--- src/rtl/student_fir_tlul_host_pkg.sv ---
// TL-UL channel types, opcodes and FSM state codes shared by the FIR TL-UL host slice.
package student_fir_tlul_host_pkg;

    localparam logic [2:0] TL_PUT_FULL_DATA   = 3'h0;
    localparam logic [2:0] TL_GET             = 3'h4;
    localparam logic [2:0] TL_ACCESS_ACK      = 3'h0;
    localparam logic [2:0] TL_ACCESS_ACK_DATA = 3'h1;
    localparam logic [1:0] TL_SIZE_WORD       = 2'd2;
    localparam logic [3:0] TL_MASK_WORD       = 4'hF;

    typedef struct packed {
        logic        a_valid;
        logic [2:0]  a_opcode;
        logic [2:0]  a_param;
        logic [1:0]  a_size;
        logic [7:0]  a_source;
        logic [31:0] a_address;
        logic [3:0]  a_mask;
        logic [31:0] a_data;
        logic        d_ready;
    } tl_h2d_t;

    typedef struct packed {
        logic        d_valid;
        logic [2:0]  d_opcode;
        logic [1:0]  d_size;
        logic [7:0]  d_source;
        logic [31:0] d_data;
        logic        d_error;
        logic        a_ready;
    } tl_d2h_t;

    localparam logic [3:0] ST_IDLE     = 4'd0;
    localparam logic [3:0] ST_WR_REQ   = 4'd1;
    localparam logic [3:0] ST_WR_RSP   = 4'd2;
    localparam logic [3:0] ST_STROBE   = 4'd3;
    localparam logic [3:0] ST_GAP      = 4'd4;
    localparam logic [3:0] ST_WAIT_FIR = 4'd5;
    localparam logic [3:0] ST_RD_REQ   = 4'd6;
    localparam logic [3:0] ST_RD_RSP   = 4'd7;
    localparam logic [3:0] ST_OUT      = 4'd8;

endpackage

--- src/rtl/student_fir_tlul_host_if.sv ---
// TL-UL request/response channel pair between the FIR host and the crossbar port.
interface student_fir_tlul_host_if;
    import student_fir_tlul_host_pkg::*;

    tl_h2d_t h2d;
    tl_d2h_t d2h;

    modport master (output h2d, input d2h);
    modport slave  (input h2d, output d2h);

endinterface

--- src/rtl/student_fir_tlul_host.sv ---
// TL-UL initiator: writes each sample to the FIR, strobes it, waits for done, reads y_out back.
// Optional watchdog on the wait states: define STUDENT_FIR_TLUL_HOST_TIMEOUT_EN.
module student_fir_tlul_host
    import student_fir_tlul_host_pkg::*;
#(
    parameter int          DATA_SIZE         = 16,
    parameter int          DATA_SIZE_FIR_OUT = 24,
    parameter logic [31:0] REG_BASE_ADDR     = 32'h0002_0000,
    parameter logic [31:0] SAMPLE_OFS        = 32'h0,
    parameter logic [31:0] YOUT_OFS          = 32'h8,
    parameter int          STROBE_CYCLES     = 2,
    parameter int          TIMEOUT_CYCLES    = 4096
) (
    input  logic                         clk_i,
    input  logic                         rst_ni,
    input  logic                         sample_valid_i,
    output logic                         sample_ready_o,
    input  logic [DATA_SIZE-1:0]         sample_i,
    output logic                         fir_strobe_o,
    input  logic                         fir_valid_i,
    output logic                         result_valid_o,
    input  logic                         result_ready_i,
    output logic [DATA_SIZE_FIR_OUT-1:0] result_o,
    output logic                         err_o,
    output logic                         busy_o,
    student_fir_tlul_host_if.master      tl
);

    localparam int STROBE_W = (STROBE_CYCLES > 1) ? $clog2(STROBE_CYCLES) : 1;

    logic [3:0]                   state_q, state_d;
    logic [DATA_SIZE-1:0]         sample_q;
    logic [DATA_SIZE_FIR_OUT-1:0] result_q;
    logic [STROBE_W-1:0]          strobe_cnt_q;
    logic                         err_q;
    logic                         ready_q;
    logic                         in_rsp;
    logic                         d_hs;
    logic                         timeout;

    assign in_rsp = (state_q == ST_WR_RSP) || (state_q == ST_RD_RSP);
    assign d_hs   = in_rsp && !timeout && tl.d2h.d_valid;

`ifdef STUDENT_FIR_TLUL_HOST_TIMEOUT_EN
    localparam int TIMER_W = $clog2(TIMEOUT_CYCLES + 1);

    logic [TIMER_W-1:0] timer_q;
    logic               in_wait;

    assign in_wait = in_rsp || (state_q == ST_WAIT_FIR);
    assign timeout = in_wait && (timer_q == TIMER_W'(TIMEOUT_CYCLES - 1));

    // Restart the count on every state change so each wait state gets the full budget.
    always_ff @(posedge clk_i or negedge rst_ni) begin
        if (!rst_ni) begin
            timer_q <= '0;
        end else if (!in_wait || (state_d != state_q)) begin
            timer_q <= '0;
        end else begin
            timer_q <= timer_q + 1'b1;
        end
    end
`else
    localparam int unused_timeout_cycles = TIMEOUT_CYCLES;
    assign timeout = 1'b0;
`endif

    always_comb begin
        // NOTE: default first so every path assigns state_d and no latch is inferred.
        state_d = state_q;
        if (timeout) begin
            state_d = ST_IDLE;
        end else begin
            case (state_q)
                ST_IDLE:     if (sample_valid_i && ready_q) state_d = ST_WR_REQ;
                ST_WR_REQ:   if (tl.d2h.a_ready) state_d = ST_WR_RSP;
                ST_WR_RSP:   if (d_hs) state_d = ST_STROBE;
                ST_STROBE:   if (strobe_cnt_q == STROBE_W'(STROBE_CYCLES - 1)) state_d = ST_GAP;
                ST_GAP:      state_d = ST_WAIT_FIR;
                ST_WAIT_FIR: if (fir_valid_i) state_d = ST_RD_REQ;
                ST_RD_REQ:   if (tl.d2h.a_ready) state_d = ST_RD_RSP;
                ST_RD_RSP:   if (d_hs) state_d = ST_OUT;
                ST_OUT:      if (result_ready_i) state_d = ST_IDLE;
                default:     state_d = ST_IDLE;
            endcase
        end
    end

    // A-channel fields depend only on state and the registered sample, so they hold while stalled.
    always_comb begin
        tl.h2d         = '0;
        tl.h2d.d_ready = in_rsp && !timeout;
        if ((state_q == ST_WR_REQ) || (state_q == ST_RD_REQ)) begin
            tl.h2d.a_valid = 1'b1;
            tl.h2d.a_size  = TL_SIZE_WORD;
            tl.h2d.a_mask  = TL_MASK_WORD;
        end
        if (state_q == ST_WR_REQ) begin
            tl.h2d.a_opcode  = TL_PUT_FULL_DATA;
            tl.h2d.a_address = REG_BASE_ADDR + SAMPLE_OFS;
            tl.h2d.a_data    = 32'(sample_q);
        end
        if (state_q == ST_RD_REQ) begin
            tl.h2d.a_opcode  = TL_GET;
            tl.h2d.a_address = REG_BASE_ADDR + YOUT_OFS;
        end
    end

    // NOTE: all state updates are non-blocking so every register samples pre-edge values.
    always_ff @(posedge clk_i or negedge rst_ni) begin
        if (!rst_ni) begin
            state_q      <= ST_IDLE;
            ready_q      <= 1'b0;
            sample_q     <= '0;
            result_q     <= '0;
            strobe_cnt_q <= '0;
            err_q        <= 1'b0;
        end else begin
            state_q      <= state_d;
            ready_q      <= (state_d == ST_IDLE);
            strobe_cnt_q <= (state_q == ST_STROBE) ? strobe_cnt_q + 1'b1 : '0;
            if ((state_q == ST_IDLE) && (state_d == ST_WR_REQ)) begin
                sample_q <= sample_i;
            end
            if ((state_q == ST_RD_RSP) && d_hs) begin
                result_q <= tl.d2h.d_data[DATA_SIZE_FIR_OUT-1:0];
            end
            if ((d_hs && tl.d2h.d_error) || timeout) begin
                err_q <= 1'b1;
            end
        end
    end

    // Ready is registered so it stays low during reset and for the cycle a result is taken.
    assign sample_ready_o = ready_q && (state_q == ST_IDLE);
    assign fir_strobe_o   = (state_q == ST_STROBE);
    assign result_valid_o = (state_q == ST_OUT);
    assign result_o       = result_q;
    assign err_o          = err_q;
    assign busy_o         = (state_q != ST_IDLE);

    logic unused_tl;
    assign unused_tl = ^{tl.d2h.d_opcode, tl.d2h.d_size, tl.d2h.d_source,
                         tl.d2h.d_data[31:DATA_SIZE_FIR_OUT]};

endmodule
--- src/flat_wrapper.sv ---
// flat-port wrapper written by rule: the top's interface ports become plain ports
module student_fir_tlul_host_flat import student_fir_tlul_host_pkg::*;
#(
    parameter int          DATA_SIZE         = 16,
    parameter int          DATA_SIZE_FIR_OUT = 24,
    parameter logic [31:0] REG_BASE_ADDR     = 32'h0002_0000,
    parameter logic [31:0] SAMPLE_OFS        = 32'h0,
    parameter logic [31:0] YOUT_OFS          = 32'h8,
    parameter int          STROBE_CYCLES     = 2,
    parameter int          TIMEOUT_CYCLES    = 4096
)
  (clk_i, rst_ni, sample_valid_i, sample_ready_o, sample_i, fir_strobe_o, fir_valid_i, result_valid_o, result_ready_i, result_o, err_o, busy_o, tl_h2d, tl_d2h);
  student_fir_tlul_host_if tl_i ();
  input  logic clk_i;
  input  logic rst_ni;
  input  logic sample_valid_i;
  output logic sample_ready_o;
  input  logic [DATA_SIZE-1:0] sample_i;
  output logic fir_strobe_o;
  input  logic fir_valid_i;
  output logic result_valid_o;
  input  logic result_ready_i;
  output logic [DATA_SIZE_FIR_OUT-1:0] result_o;
  output logic err_o;
  output logic busy_o;
  output wire logic [$bits(tl_i.h2d)-1:0] tl_h2d;
  input wire logic [$bits(tl_i.d2h)-1:0] tl_d2h;
  assign tl_h2d = tl_i.h2d;
  assign tl_i.d2h = tl_d2h;
  student_fir_tlul_host #(.DATA_SIZE(DATA_SIZE), .DATA_SIZE_FIR_OUT(DATA_SIZE_FIR_OUT), .REG_BASE_ADDR(REG_BASE_ADDR), .SAMPLE_OFS(SAMPLE_OFS), .YOUT_OFS(YOUT_OFS), .STROBE_CYCLES(STROBE_CYCLES), .TIMEOUT_CYCLES(TIMEOUT_CYCLES)) u_core (.clk_i(clk_i), .rst_ni(rst_ni), .sample_valid_i(sample_valid_i), .sample_ready_o(sample_ready_o), .sample_i(sample_i), .fir_strobe_o(fir_strobe_o), .fir_valid_i(fir_valid_i), .result_valid_o(result_valid_o), .result_ready_i(result_ready_i), .result_o(result_o), .err_o(err_o), .busy_o(busy_o), .tl(tl_i));
endmodule
--- config.mk ---
export PLATFORM = sky130hd
export DESIGN_NAME = student_fir_tlul_host_flat
export DESIGN_NICKNAME = d
export VERILOG_FILES = /design/src/rtl/student_fir_tlul_host_pkg.sv /design/src/rtl/student_fir_tlul_host_if.sv /design/src/rtl/student_fir_tlul_host.sv /design/src/flat_wrapper.sv
export SDC_FILE = /design/constraint.sdc
export NUM_CORES = 1
export LEC_CHECK = 0
export CAP_MARGIN = 0
export CORE_MARGIN = 10
export CORE_UTILIZATION = 38
export CTS_BUF_LIST = sky130_fd_sc_hd__clkbuf_8 sky130_fd_sc_hd__clkbuf_16
export DETAILED_ROUTE_END_ITERATION = 7
export PLACE_DENSITY = 0.9
export SYNTH_ARGS = -nofsm -noshare
export SYNTH_HDL_FRONTEND = slang
export SYNTH_SLANG_ARGS = --single-unit
export TNS_END_PERCENT = 50
--- constraint.sdc ---
create_clock -name clk_i -period 4.25 [get_ports clk_i]
set_input_delay 0.85 -clock clk_i [delete_from_list [all_inputs] [get_ports clk_i]]
set_output_delay 0.85 -clock clk_i [all_outputs]
set_load 0.05 [all_outputs]
## Word-level counts from Yosys, hierarchy flattened

Index checks and enable logic that the tools add are counted.

- Output and inout bits: 115
- Input port bits: 69
- Register bits after elaboration: 47

- Equality and inequality tests: 9
- $add $sub $neg: 1
- Multiplexer cells: 17
- Reduce and logical (&&, ||, !) cells: 11

Operators by type and width:

| kind | number |
|---|---|
| 18-bit 2-to-1 mux | 2 |
| 4-bit 2-to-1 mux | 9 |
| 4-bit case mux with 9 select lines | 1 |
| 4-bit by 3-bit == test with 1-bit output (second input constant) | 4 |
| 16-bit 2-to-1 mux | 1 |
| 4-bit by 1-bit == test with 1-bit output (second input constant) | 2 |
| 4-bit by 2-bit == test with 1-bit output (second input constant) | 2 |
| 4-bit zero test | 2 |
| 1-bit logical AND | 6 |
| 4-bit == test (second input constant) | 1 |
| 4-bit nonzero test | 1 |
| 3-bit 2-to-1 mux | 1 |
| 1-bit logical OR | 2 |
| 1-bit 2-to-1 mux | 2 |
| 2-bit 2-to-1 mux | 1 |
| 1-bit adder (second input constant) | 1 |

## Depth between registers and ports, before layout

- Depth in word-level cells: 7
- Depth in mapped cells: 6
- Mapped depth without buffers: 4

## Worst setup path before layout

No wires, ideal clock.

- Kind: reg2out
- From: reg u_core.state_q[1]
- To: out tl_h2d[34]
- Stages on the path, launching flop included: 6
- Slack: 1339 ps
- Path buffers: 2
- Arrival: 2061 ps
- Cells stage by stage: dfrtp_1 buf_4 nand2b_1 o22a_1 nor2_1 buf_4

- Cells in the longest elaborated chain, start to end: 3
- Elaborated cells between the ends (all ways): 4

RTL lines:

| element | RTL line | source |
|---|---|---|
| start, declared | student_fir_tlul_host.sv:31 | `logic [3:0] state_q, state_d;` |
| start signal, assigned | student_fir_tlul_host.sv:119 | `state_q <= state_d;` |
| 4-bit by 1-bit == test with 1-bit output or 4-bit by 3-bit == test with 1-bit output (tied branches) | student_fir_tlul_host.sv:93 | `if ((state_q == ST_WR_REQ) \|\| (state_q == ST_RD_REQ)) begin` |
| 1-bit logical OR (*) | student_fir_tlul_host.sv:93 |  |
| 4-bit 2-to-1 mux (*) | student_fir_tlul_host.sv:93 |  |
| end, declared | flat_wrapper.sv:26 | `output wire logic [$bits(tl_i.h2d)-1:0] tl_h2d;` |

Every way passes the cells marked *; elsewhere a longest branch is shown, timed or not.

## Worst setup path in the final report

- From: reg u_core.state_q[1]
- To: out tl_h2d[9]

- Cells in the longest elaborated chain, start to end: 2

RTL lines:

| element | RTL line | source |
|---|---|---|
| 4-bit by 1-bit == test with 1-bit output | student_fir_tlul_host.sv:98 | `if (state_q == ST_WR_REQ) begin` |
| 16-bit 2-to-1 mux | student_fir_tlul_host.sv:98 |  |

No other way between the ends.

==> key figures <==
Critical path
  • CP Data Arrival Time: 2.85 ns
  • Reg2Reg Launch Point: u_core.state_q[2]
  • Maximum fanout count along the critical path: 16
  • End point of the critical path: tl_h2d[9]
  • Critical Path Start Type: flop
  • CP Class: reg2out
  • Type of destination of the critical path: output pin
  • Internal reg-to-reg setup slack: 2.45 ns
  • Critical Path Start: u_core.state_q[1]
  • Worst Reg-to-Reg Cells: 3
  • CP required: 3.40 ns
  • Reg-to-reg endpoint: u_core.result_o[8]

Power
  • Power density relative to cell area: 834 nW/µm²
  • Static Leak: 1.56 nW
  • Maximum resistive drop on vdd: 0.000440 V

Logic synthesis
  • Most frequently used flop master after synthesis: sky130_fd_sc_hd__dfrtp_1
  • Register area share after synthesis: 0.449
  • Mean cell area of the mapped netlist: 11.7 µm²
  • Post-synth EDFFs: 0
  • Number of library cell types mapped by synthesis: 37
  • Share of the synthesized area in the top cell type: 0.449
  • Most used standard cell by instance count after synthesis: sky130_fd_sc_hd__buf_4
  • Cell area after synthesis: 2620 µm²
  • Number of warnings reported in the yosys synthesis log: 0
  • Proportion of register bits with asynchronous set or reset after synthesis: 1.00
  • Flip-flop and latch count after synthesis: 47
  • Synth cell count leaders: sky130_fd_sc_hd__buf_4, sky130_fd_sc_hd__dfrtp_1, sky130_fd_sc_hd__mux2_2, sky130_fd_sc_hd__and2_1, sky130_fd_sc_hd__nand2_1
  • Number of instances in the synthesized netlist: 224
  • Yosys top cell by area: sky130_fd_sc_hd__dfrtp_1
  • Biggest area contributors in the synthesized netlist: sky130_fd_sc_hd__dfrtp_1, sky130_fd_sc_hd__buf_4, sky130_fd_sc_hd__mux2_2, sky130_fd_sc_hd__and2_1, sky130_fd_sc_hd__buf_6

Route
  • Ratio of routed vias to standard cells: 4.44
  • Final wirelength: 6600 µm
  • Number of violations reported at the end of detailed-routing iteration 0: 78
  • Remaining routing DRC violations: 0
  • Routed Antenna Nets: 0
  • Avg WL per Cell: 16.6 µm
  • DRT Pass-1 Iters: 4
  • Via Count: 1769

Timing
  • Post-layout worst setup margin: 0.548 ns
  • Slew at the pin with the worst max-slew slack: 1.03 ns
  • Final Slew Violations: 0
  • Timing-limited maximum frequency: 0.270 GHz
  • Final setup fails: 0
  • Setup repair after global routing missed its margin: false
  • Worst slew margin relative to its limit: 0.312
  • Setup TNS Final: 0 ns
  • Post-route minimum period: 3.70 ns
  • Worst-case clock skew: 0.00670 ns
  • Post-route clock period utilization: 0.871
  • Final hold viol count: 0

GRT
  • Global-route wire length before repair: 9690 µm
  • Grt total ovfl: 0
  • Pin count of the biggest net entering global routing: 48
  • Vias in the first global route: 1862
  • Number of antenna violations at the first check in global routing: 0
  • Tot GR Track Use: 0.118

CTS
  • Resized Gates After CTS: 0
  • Number of hold-repair buffers added at the cts stage: 0
  • CTS Sinks: 47
  • Clock tree from TritonCTS: done
  • Number of CTS-inserted buffers: 5
  • Number of buffers added for setup after CTS: 0
  • Count of H-tree levels built during CTS: 2
  • Worst skew pair latency: 0.29 ns
  • CTS clock-pin slew for the worst setup and hold paths: 0.09 ns
  • Root Buffer: sky130_fd_sc_hd__clkbuf_8
  • Deepest clock path buffer count: 2

Layout
  • Fraction of final layout cells with drive strength greater than 1: 0.170
  • Flip-flop and latch area: 1180 µm²
  • Layout fillers: 585
  • Count of nets after finishing: 386
  • Diodes inserted: 0
  • Multi-input combinational cell area: 1080 µm²
  • Synthesis-to-layout area growth: 33.1%

Die
  • Starting Density: 0.388
  • Die outline area: 10600 µm²
  • Floorplan die height: 103 µm
  • Ports placed on the boundary: 184
  • # rows: 30
  • Horizontal extent of the die: 103 µm
  • Standard cell core area: 6760 µm²

Placed design
  • Setup slack at placement: 0.871 ns
  • Last weighted congestion value of the routability-driven placer: 0.693
  • Total half-perimeter wirelength after legalization and detailed placement: 5230 µm
  • Port Buf Inserts: 102

Job
  • Max cap viols: 0

Outcome
  • Status: finished, final reports clean

Hold path
  • Class of the tightest hold or removal check: reg2reg
[cells in the final DEF, fill, tap and decap left out, types with 2 or more instances in the layout]
| cell | count |
|---|---|
| sky130_fd_sc_hd__clkdlybuf4s50_1 | 101 |
| sky130_fd_sc_hd__conb_1 | 60 |
| sky130_fd_sc_hd__dfrtp_1 | 47 |
| sky130_fd_sc_hd__mux2_2 | 38 |
| sky130_fd_sc_hd__and2_1 | 16 |
| sky130_fd_sc_hd__clkbuf_8 | 7 |
| sky130_fd_sc_hd__nand2_1 | 5 |
| sky130_fd_sc_hd__nor2_1 | 4 |
| sky130_fd_sc_hd__nand2b_1 | 4 |
| sky130_fd_sc_hd__nor3_1 | 3 |
| sky130_fd_sc_hd__nor2b_1 | 3 |
| sky130_fd_sc_hd__inv_1 | 3 |
| sky130_fd_sc_hd__a21oi_1 | 2 |
| sky130_fd_sc_hd__mux2_1 | 2 |
[worst min path at each step]
stage | start | slack, ns | end | cells after the start
floorplan | u_core.strobe_cnt_q | 0.43 | u_core.strobe_cnt_q | 1
global placement | u_core.err_o | 0.45 | u_core.err_o | 1
detailed placement | u_core.strobe_cnt_q | 0.45 | u_core.strobe_cnt_q | 1
CTS | u_core.strobe_cnt_q | 0.46 | u_core.strobe_cnt_q | 1
global route | u_core.err_o | 0.50 | u_core.err_o | 1
finish | u_core.strobe_cnt_q | 0.46 | u_core.strobe_cnt_q | 1
[metal layers]
metal / track usage / vias up / part of all wire
li1: - / 802 / -
met1: 0.117 / 843 / 0.34
met2: 0.200 / 118 / 0.48
met3: 0.0737 / 6 / 0.18
met4: 0.0364 / 0 / 0.0092
met5: 0 / - / 0
[metrics by stage]
stage / std cells / total power, mW / utilization / cell area (µm²) / hold WS, ns
3_5_place_dp: 390 / 2.63 / 0.501 / 3390 / 0.450
3_3_place_gp: 390 / 2.59 / 0.501 / 3390 / 0.450
2_1_floorplan: 283 / 2.17 / - / 2840 / 0.431
5_1_grt: 398 / 3.06 / 0.516 / 3490 / 0.496
4_1_cts: 398 / 2.94 / 0.516 / 3490 / 0.462
6_report: 398 / 2.91 / 0.516 / 3490 / 0.458
[where the power goes]
group	leakage, nW	switching, mW	internal (mW)	total (mW)
registers	0.587	0.147	0.649	0.795
logic	0.913	1.20	0.623	1.82
clock network	0.0557	0.147	0.146	0.294
[kinds of logic after synthesis]
family                 Yosys count  synth area share
AOI/OAI and AO/OA               10            0.0277
buffers and inverters           78             0.223
DFF                             47             0.449
muxes                           41             0.176
other                            1           0.00143
and+or+nand+nor                 47             0.123
[registers in the layout, summed over array words and instances (netlist names)]
name                 cells
u_core.result_o         24
u_core.sample_q         16
u_core.state_q           4
u_core.err_o             1
u_core.ready_q           1
u_core.strobe_cnt_q      1
[worst max-delay path, cell delays in order, from the launching register on]
cell and delay [ns]:
sky130_fd_sc_hd__dfrtp_1 0.54, sky130_fd_sc_hd__nand2b_1 0.26, sky130_fd_sc_hd__nor3_2 0.69, sky130_fd_sc_hd__and2_1 0.24
sky130_fd_sc_hd__clkdlybuf4s50_1 0.82
[area by class of cell]
cell class,instances,share of cell area
Timing Repair Buffer,103,0.293
Clock inverter,1,0.00108
Inverter,2,0.00215
Multi-Input combinational cell,158,0.310
Clock buffer,7,0.0276
Sequential cell,47,0.337
Tap cell,80,0.0287
(Power assumes the default switching activity.)
